## src/rtl/imem_loader.sv

```systemverilog
// Instruction-memory loader: turns a little-endian byte stream (word count, then words)
// into 32-bit imem writes while holding the core; reports done or oversize error.
module imem_loader #(
  parameter int          DEPTH_WORDS = 256,
  parameter logic [31:0] BASE_ADDR   = 32'h0000_0000
) (
  input  logic        clk,
  input  logic        reset,
  input  logic        load_start,
  input  logic [7:0]  rx_data,
  input  logic        rx_valid,
  output logic        rx_ready,
  output logic        imem_we,
  output logic [31:0] imem_addr,
  output logic [31:0] imem_wdata,
  output logic        core_hold,
  output logic        load_done,
  output logic        load_err,
  output logic [15:0] words_loaded
);

  localparam logic [31:0] LP_DEPTH = 32'(DEPTH_WORDS);

  typedef enum logic [2:0] {
    S_IDLE, S_HEADER, S_DATA, S_WRITE, S_DONE, S_ERR
  } state_t;

  state_t      r_state;
  state_t      w_next;

  logic        r_rx_ready;
  logic        r_imem_we;
  logic [31:0] r_imem_addr;
  logic [31:0] r_imem_wdata;
  logic        r_core_hold;
  logic        r_load_done;
  logic        r_load_err;
  logic [15:0] r_words_loaded;

  logic [31:0] r_count;
  logic [23:0] r_word;
  logic [1:0]  r_byte_cnt;
  logic [15:0] r_index;

  logic        w_xfer;
  logic        w_last_byte;
  logic [31:0] w_hdr_full;
  logic [15:0] w_idx_next;
  logic        w_start;

  assign w_xfer      = rx_valid & r_rx_ready;
  assign w_last_byte = w_xfer && (r_byte_cnt == 2'd3);
  assign w_hdr_full  = {rx_data, r_count[31:8]};
  assign w_idx_next  = r_index + 16'd1;
  assign w_start     = load_start &&
                       ((r_state == S_IDLE) || (r_state == S_DONE) || (r_state == S_ERR));

  always_ff @(posedge clk or posedge reset) begin
    if (reset) begin
      r_state <= S_IDLE;
    end else begin
      r_state <= w_next;
    end
  end

  always_comb begin
    w_next = r_state;
    case (r_state)
      S_IDLE, S_DONE, S_ERR: begin
        if (load_start) w_next = S_HEADER;
      end
      S_HEADER: begin
        if (w_last_byte) begin
          if (w_hdr_full == 32'd0)        w_next = S_DONE;
          else if (w_hdr_full > LP_DEPTH) w_next = S_ERR;
          else                            w_next = S_DATA;
        end
      end
      S_DATA: begin
        if (w_last_byte) w_next = S_WRITE;
      end
      S_WRITE: begin
        if ({16'd0, w_idx_next} == r_count) w_next = S_DONE;
        else                                w_next = S_DATA;
      end
      default: w_next = S_IDLE;
    endcase
  end

  // Outputs are registered from the next state so they line up with the state they describe.
  always_ff @(posedge clk or posedge reset) begin
    if (reset) begin
      r_rx_ready     <= 1'b0;
      r_imem_we      <= 1'b0;
      r_imem_addr    <= 32'd0;
      r_imem_wdata   <= 32'd0;
      r_core_hold    <= 1'b0;
      r_load_done    <= 1'b0;
      r_load_err     <= 1'b0;
      r_words_loaded <= 16'd0;
      r_count        <= 32'd0;
      r_word         <= 24'd0;
      r_byte_cnt     <= 2'd0;
      r_index        <= 16'd0;
    end else begin
      r_rx_ready  <= (w_next == S_HEADER) || (w_next == S_DATA);
      r_imem_we   <= (w_next == S_WRITE);
      r_core_hold <= (w_next == S_HEADER) || (w_next == S_DATA) ||
                     (w_next == S_WRITE)  || (w_next == S_ERR);
      r_load_done <= (w_next == S_DONE);
      r_load_err  <= (w_next == S_ERR);

      if (w_start) begin
        r_count        <= 32'd0;
        r_byte_cnt     <= 2'd0;
        r_index        <= 16'd0;
        r_words_loaded <= 16'd0;
      end

      if (r_state == S_HEADER && w_xfer) begin
        r_count    <= w_hdr_full;
        r_byte_cnt <= r_byte_cnt + 2'd1;
      end

      if (r_state == S_DATA && w_xfer) begin
        r_byte_cnt <= r_byte_cnt + 2'd1;
        if (r_byte_cnt == 2'd3) begin
          r_imem_wdata <= {rx_data, r_word};
          r_imem_addr  <= BASE_ADDR + {14'd0, r_index, 2'b00};
        end else begin
          r_word <= {rx_data, r_word[23:8]};
        end
      end

      if (r_state == S_WRITE) begin
        r_index        <= w_idx_next;
        r_words_loaded <= r_words_loaded + 16'd1;
      end
    end
  end

  assign rx_ready     = r_rx_ready;
  assign imem_we      = r_imem_we;
  assign imem_addr    = r_imem_addr;
  assign imem_wdata   = r_imem_wdata;
  assign core_hold    = r_core_hold;
  assign load_done    = r_load_done;
  assign load_err     = r_load_err;
  assign words_loaded = r_words_loaded;

endmodule

```

## config.mk

```make
export PLATFORM = sky130hd
export DESIGN_NAME = imem_loader
export DESIGN_NICKNAME = d
export VERILOG_FILES = /design/src/rtl/imem_loader.sv
export SDC_FILE = /design/constraint.sdc
export NUM_CORES = 1
export LEC_CHECK = 0
export ABC_AREA = 1
export BUFFER_PORTS_ARGS = -buffer_cell sky130_fd_sc_hd__buf_2
export CORE_ASPECT_RATIO = 2
export CORE_UTILIZATION = 30
export DETAILED_ROUTE_END_ITERATION = 12
export SKIP_CTS_REPAIR_TIMING = 1
export SLEW_MARGIN = 0
export SYNTH_ARGS = -nofsm -noshare
export SYNTH_HDL_FRONTEND = slang
export SYNTH_SLANG_ARGS = --single-unit
```

## constraint.sdc

```tcl
create_clock -name clk -period 4.8 [get_ports clk]
set_input_delay 1.2 -clock clk [delete_from_list [all_inputs] [get_ports clk]]
set_output_delay 1.2 -clock clk [all_outputs]
set_load 0.02 [all_outputs]
```

=== Word-level counts from Yosys, hierarchy flattened ===
Index checks and enable logic that the tools add are counted.

* Bits in registers: 146
* Bits of input ports: 12
* Output and inout bits: 85
* Word-level logic and storage cells: 63

* Add/sub/neg operators: 3
* Magnitude comparators: 1
* Equal/unequal tests: 12
* Muxes and demuxes: 15
* Bitwise gates (word level): 2
* Reductions and logical operators: 17

{| class="wikitable"
|+ Operators by type and width
! kind !! count
|-
| $mux W32 || 2
|-
| $mux W16 || 3
|-
| $add A16 B1 Y16 const B || 2
|-
| $eq A16 B32 Y1 || 1
|-
| $gt A32 B9 Y1 const B || 1
|-
| $logic_not A32 Y1 || 1
|-
| $mux W3 || 6
|-
| $eq A3 B2 Y1 const B || 4
|-
| $eq A3 B3 Y1 const B || 4
|-
| $pmux W3 S4 || 1
|-
| $eq A3 B1 Y1 const B || 2
|-
| $mux W2 || 3
|-
| $logic_or A1 B1 Y1 || 5
|-
| $logic_and A1 B1 Y1 || 4
|-
| $reduce_and A2 Y1 || 2
|-
| $reduce_bool A2 Y1 || 2
|-
| $logic_not A3 Y1 || 1
|-
| $reduce_bool A3 Y1 || 1
|-
| $reduce_or A3 Y1 || 1
|-
| $add A2 B1 Y2 const B || 1
|-
| $eq A2 B2 Y1 const B || 1
|-
| $and A1 B1 Y1 || 1
|-
| $not A1 Y1 || 1
|}

=== Depth between registers and ports, before layout ===
* Word-level depth: 9
* Mapped depth: 16
* Mapped depth without buffers: 15

=== Worst setup path before layout ===
Ideal clock, no wire load.

* Path type: input port to flip-flop
* Start point: input port rx_valid
* End point: register r_imem_wdata[10] (netlist: imem_wdata[10])
* Library setup time: 0.130 ns
* Data arrival time: 2.267 ns
* Data required time: 4.670 ns
* Path slack: 2.403 ns
* Stages on the path: 9
* Path buffers: 2
* Path through: nand2_1 > nor2_1 > inv_1 > nor2_1 > clkinv_1 > clkbuf_1 > buf_1 > nand2_1 > o21ai_0

* Word-level cells in the longest chain between the ends: 3

{| class="wikitable"
|+ RTL lines
! element !! RTL line !! text
|-
| start, declared || 11 || <nowiki>input logic rx_valid,</nowiki>
|-
| $and A1 B1 Y1 || 51 || <nowiki>assign w_xfer = rx_valid & r_rx_ready;</nowiki>
|-
| $logic_and A1 B1 Y1 || 125 || <nowiki>if (r_state == S_DATA && w_xfer) begin</nowiki>
|-
| $reduce_and A2 Y1 (no line) || - ||
|-
| end signal, assigned || 128 || <nowiki>r_imem_wdata <= {rx_data, r_word};</nowiki>
|-
| end, declared || 34 || <nowiki>logic [31:0] r_imem_wdata;</nowiki>
|}

No other way between the ends.
A chain may end at the register's enable or synchronous reset.

=== Worst setup path in the final report ===
* Start point: input port rx_valid
* End point: register r_imem_wdata[25] (netlist: imem_wdata[25])

The elaborated chain is that of the path after synthesis.

==> flow_metrics.env <==
export IMPL_cts_tree="yes"
export IMPL_grt_max_degree=147
export IMPL_pwr_share_clk_pct=35.0
export IMPL_crit_family="buffers and inverters"
export IMPL_vias_per_cell=4.78
export IMPL_grt_pass1_wl_mm=28.4
export IMPL_syn_area_um2=6680
export IMPL_whs_ns=0.466
export IMPL_yosys_area_top_type="dfrtp_1"
export IMPL_grt_ovfl_total=0
export IMPL_cp_depth=9
export IMPL_io_buffers=80
export IMPL_clkTransAtPathRegs_ns=0.07
export IMPL_antenna_cells=0
export IMPL_setup_viol=0
export IMPL_hold_viol=0
export IMPL_holdCritPathClass="reg -> reg"
export IMPL_syn_area_per_cell_um2=8.23
export IMPL_total_leakage_power_nw=3.96
export IMPL_clock_path_buffers=2
export IMPL_wl_per_cell_um=15.1
export IMPL_pwr_share_seq_pct=41.4
export IMPL_cts_sinks=146
export IMPL_ys_flop_type="dfrtp_1"
export IMPL_drc=0
export IMPL_async_flop_share_pct=100
export IMPL_dr_total_vias=5627
export IMPL_syn_inst=812
export IMPL_io_pins=97
export IMPL_min_period_over_period_pct=55.1
export IMPL_grt_pass1_vias=5429
export IMPL_crit_buf_inv=5
export IMPL_cp_startpoint="rx_valid"
export IMPL_antenna_left=0
export IMPL_timing_rr_start="r_state[2]$_DFF_PP0_"
export IMPL_status="completed"
export IMPL_pwr_share_comb_pct=23.6
export IMPL_relSlewSlack_pct=38.4
export IMPL_crit_end="imem_wdata[25]$_DFFE_PP0P_"
export IMPL_crit_arrival_ns=2.94
export IMPL_cts_inserted_buffers=17
export IMPL_r2r_cells=12
export IMPL_vdd_ir_drop_worst_uv=294
export IMPL_yosysWarnings=0
export IMPL_fmax_mhz=378
export IMPL_slowest_delay_ns=0.51
export IMPL_synth_top_area_share_pct=54.7
export IMPL_postPlaceCellArea_um2=7330
export IMPL_hpwl_mm=12.7
export IMPL_htree_num_levels=4
export IMPL_powerDensity_nw_per_um2=465
export IMPL_crit_required_ns=5.10
export IMPL_r2r_end="words_loaded[15]$_DFFE_PP0P_"
export IMPL_synth_area_top_cells="dfrtp_1 (55%), nand2_1 (12%), inv_1 (6.7%)"
export IMPL_yosysSeqAreaShare_pct=54.7
export IMPL_critPathSlowestCell="inv_2"
export IMPL_dieWidth_um=108
export IMPL_power_mw=3.67
export IMPL_cp_end_kind="flop"
export IMPL_p_sw_mw=1.32
export IMPL_area_growth_pct=18.2
export IMPL_worstMarginPinSlew_ns=0.924
export IMPL_cp_cell_sequence="buf_2, nand2_1, nor2_1, inv_1, nor2_1, buf_4, inv_2, buf_4, o21ai_0"
export IMPL_skew_ns=0.00826
export IMPL_drt_first_pass_iters=5
export IMPL_drt_initial_drc_count=390
export IMPL_final_area_um2=7900
export IMPL_swShare_pct=35.9
export IMPL_cts_root_buf="clkbuf_16"
export IMPL_r2r_slack_ns=2.25
export IMPL_grtUsageTotal_pct=16.5
export IMPL_clk_latency_ns=0.44
export IMPL_rsz0062_at_grt="no"
export IMPL_rows=76
export IMPL_antenna_found_initial=0
export IMPL_ys_seq_elements=146
export IMPL_maxCapViolCount=0
export IMPL_critPathLaunchType="input port"
export IMPL_synth_common_cells="nand2_1 (220), dfrtp_1 (146), inv_1 (119)"
export IMPL_period_needed_ns=2.64
export IMPL_core_area_um2=21700
export IMPL_dieArea_um2=22900
export IMPL_maxSlewViolCount=0
export IMPL_final_net_count=906
export IMPL_drive_gt1_share_pct=14.7
export IMPL_path_class="in -> reg"
export IMPL_gp_congestion=0.890
export IMPL_die_height_um=213
export IMPL_crit_fanout=48
export IMPL_ys_types=30
export IMPL_tns_ns=0
export IMPL_start_util_pct=30.8
export IMPL_synth_most_common_cell="nand2_1"
export IMPL_p_int_mw=2.35
export IMPL_wirelength_mm=17.7
export IMPL_synth_edf_count=0
export IMPL_final_util_pct=36.4
-- cell type report --
| type | count | area, µm² |
|---|---|---|
| multi-input combinational | 518 | 2400 |
| fill | 2237 | 13800 |
| clock inverter | 15 | 145 |
| inverter | 120 | 454 |
| timing repair buffer | 88 | 473 |
| sequential | 146 | 3650 |
| tap | 273 | 342 |
| clock buffer | 17 | 425 |
-- power by group through the flow --
stage	Clock [mW]	Combinational (mW)	Sequential, mW
2_1_floorplan	0	0.610	1.53
3_3_place_gp	0	0.856	1.54
3_5_place_dp	0	0.863	1.54
4_1_cts	1.31	0.867	1.52
5_1_grt	1.37	0.977	1.54
6_report	1.29	0.865	1.52
-- worst min path at each step --
stage	from	endpoint	slack, ns	cells after the start
2_1_floorplan	r_word[0]$_DFFE_PP0P_	imem_wdata[0]$_DFFE_PP0P_	0.45	2
3_3_place_gp	imem_wdata[2]$_DFFE_PP0P_	imem_wdata[2]$_DFFE_PP0P_	0.45	2
3_5_place_dp	imem_wdata[2]$_DFFE_PP0P_	imem_wdata[2]$_DFFE_PP0P_	0.45	2
6_report	imem_wdata[4]$_DFFE_PP0P_	imem_wdata[4]$_DFFE_PP0P_	0.47	2
5_1_grt	imem_wdata[0]$_DFFE_PP0P_	imem_wdata[0]$_DFFE_PP0P_	0.49	2
4_1_cts	imem_wdata[2]$_DFFE_PP0P_	imem_wdata[2]$_DFFE_PP0P_	0.47	2
-- kinds of logic after synthesis --
logic type	count (synthesis)	synth area share [%]
AND/OR/NAND/NOR	360	22.9
buffers and inverters	163	10.2
flip-flops	146	54.7
AO/OA/AOI/OAI	137	11.3
adder cells (fa/ha/maj)	3	0.562
multiplexers	2	0.318
other	1	0.0561
-- sequential cells by signal (all words and copies together) (netlist names) --
signal	flops
imem_we	1
words_loaded	16
load_done	1
load_err	1
r_count	32
r_index	16
rx_ready	1
r_byte_cnt	2
r_word	24
imem_wdata	32
imem_addr	16
core_hold	1
r_state	3
-- stage by stage --
step	worst slack, ns	instances
CTS	2.14	1177
detailed placement	1.72	1145
finish	2.16	1177
floorplan	1.77	827
global placement	1.77	1145
global route	1.94	1177
-- worst min-delay path, stage by stage (launching register included) --
cell and delay (ns):
dfrtp_1 0.34, nand2_1 0.05, nand2_1 0.04
-- layer usage --
metal  vias up  wire (µm)  GRT usage, %
met3        51        609          3.27
met2       148       9580          29.6
li1       2760          -             -
met1      2668       6550          16.8
met5         -          0             0
met4         0        987          11.4
-- layout by cell type (no fill, tap or decap), drive strengths merged --
cell type and count:
mux2 1, clkinvlp 3, a31oi 3, o21ai 84
nand3b 1, a32oi 1, nand3 62, clkbuf 17
or2 1, o22ai 42, o31ai 2, clkinv 5
nand2 223, mux2i 1, inv 127, a22oi 1
a21oi 4, nor3 8, nand4 15, buf 88
ha 3, nor2 50, dfrtp 146, conb 16
Power figures use the tool's default switching activity.
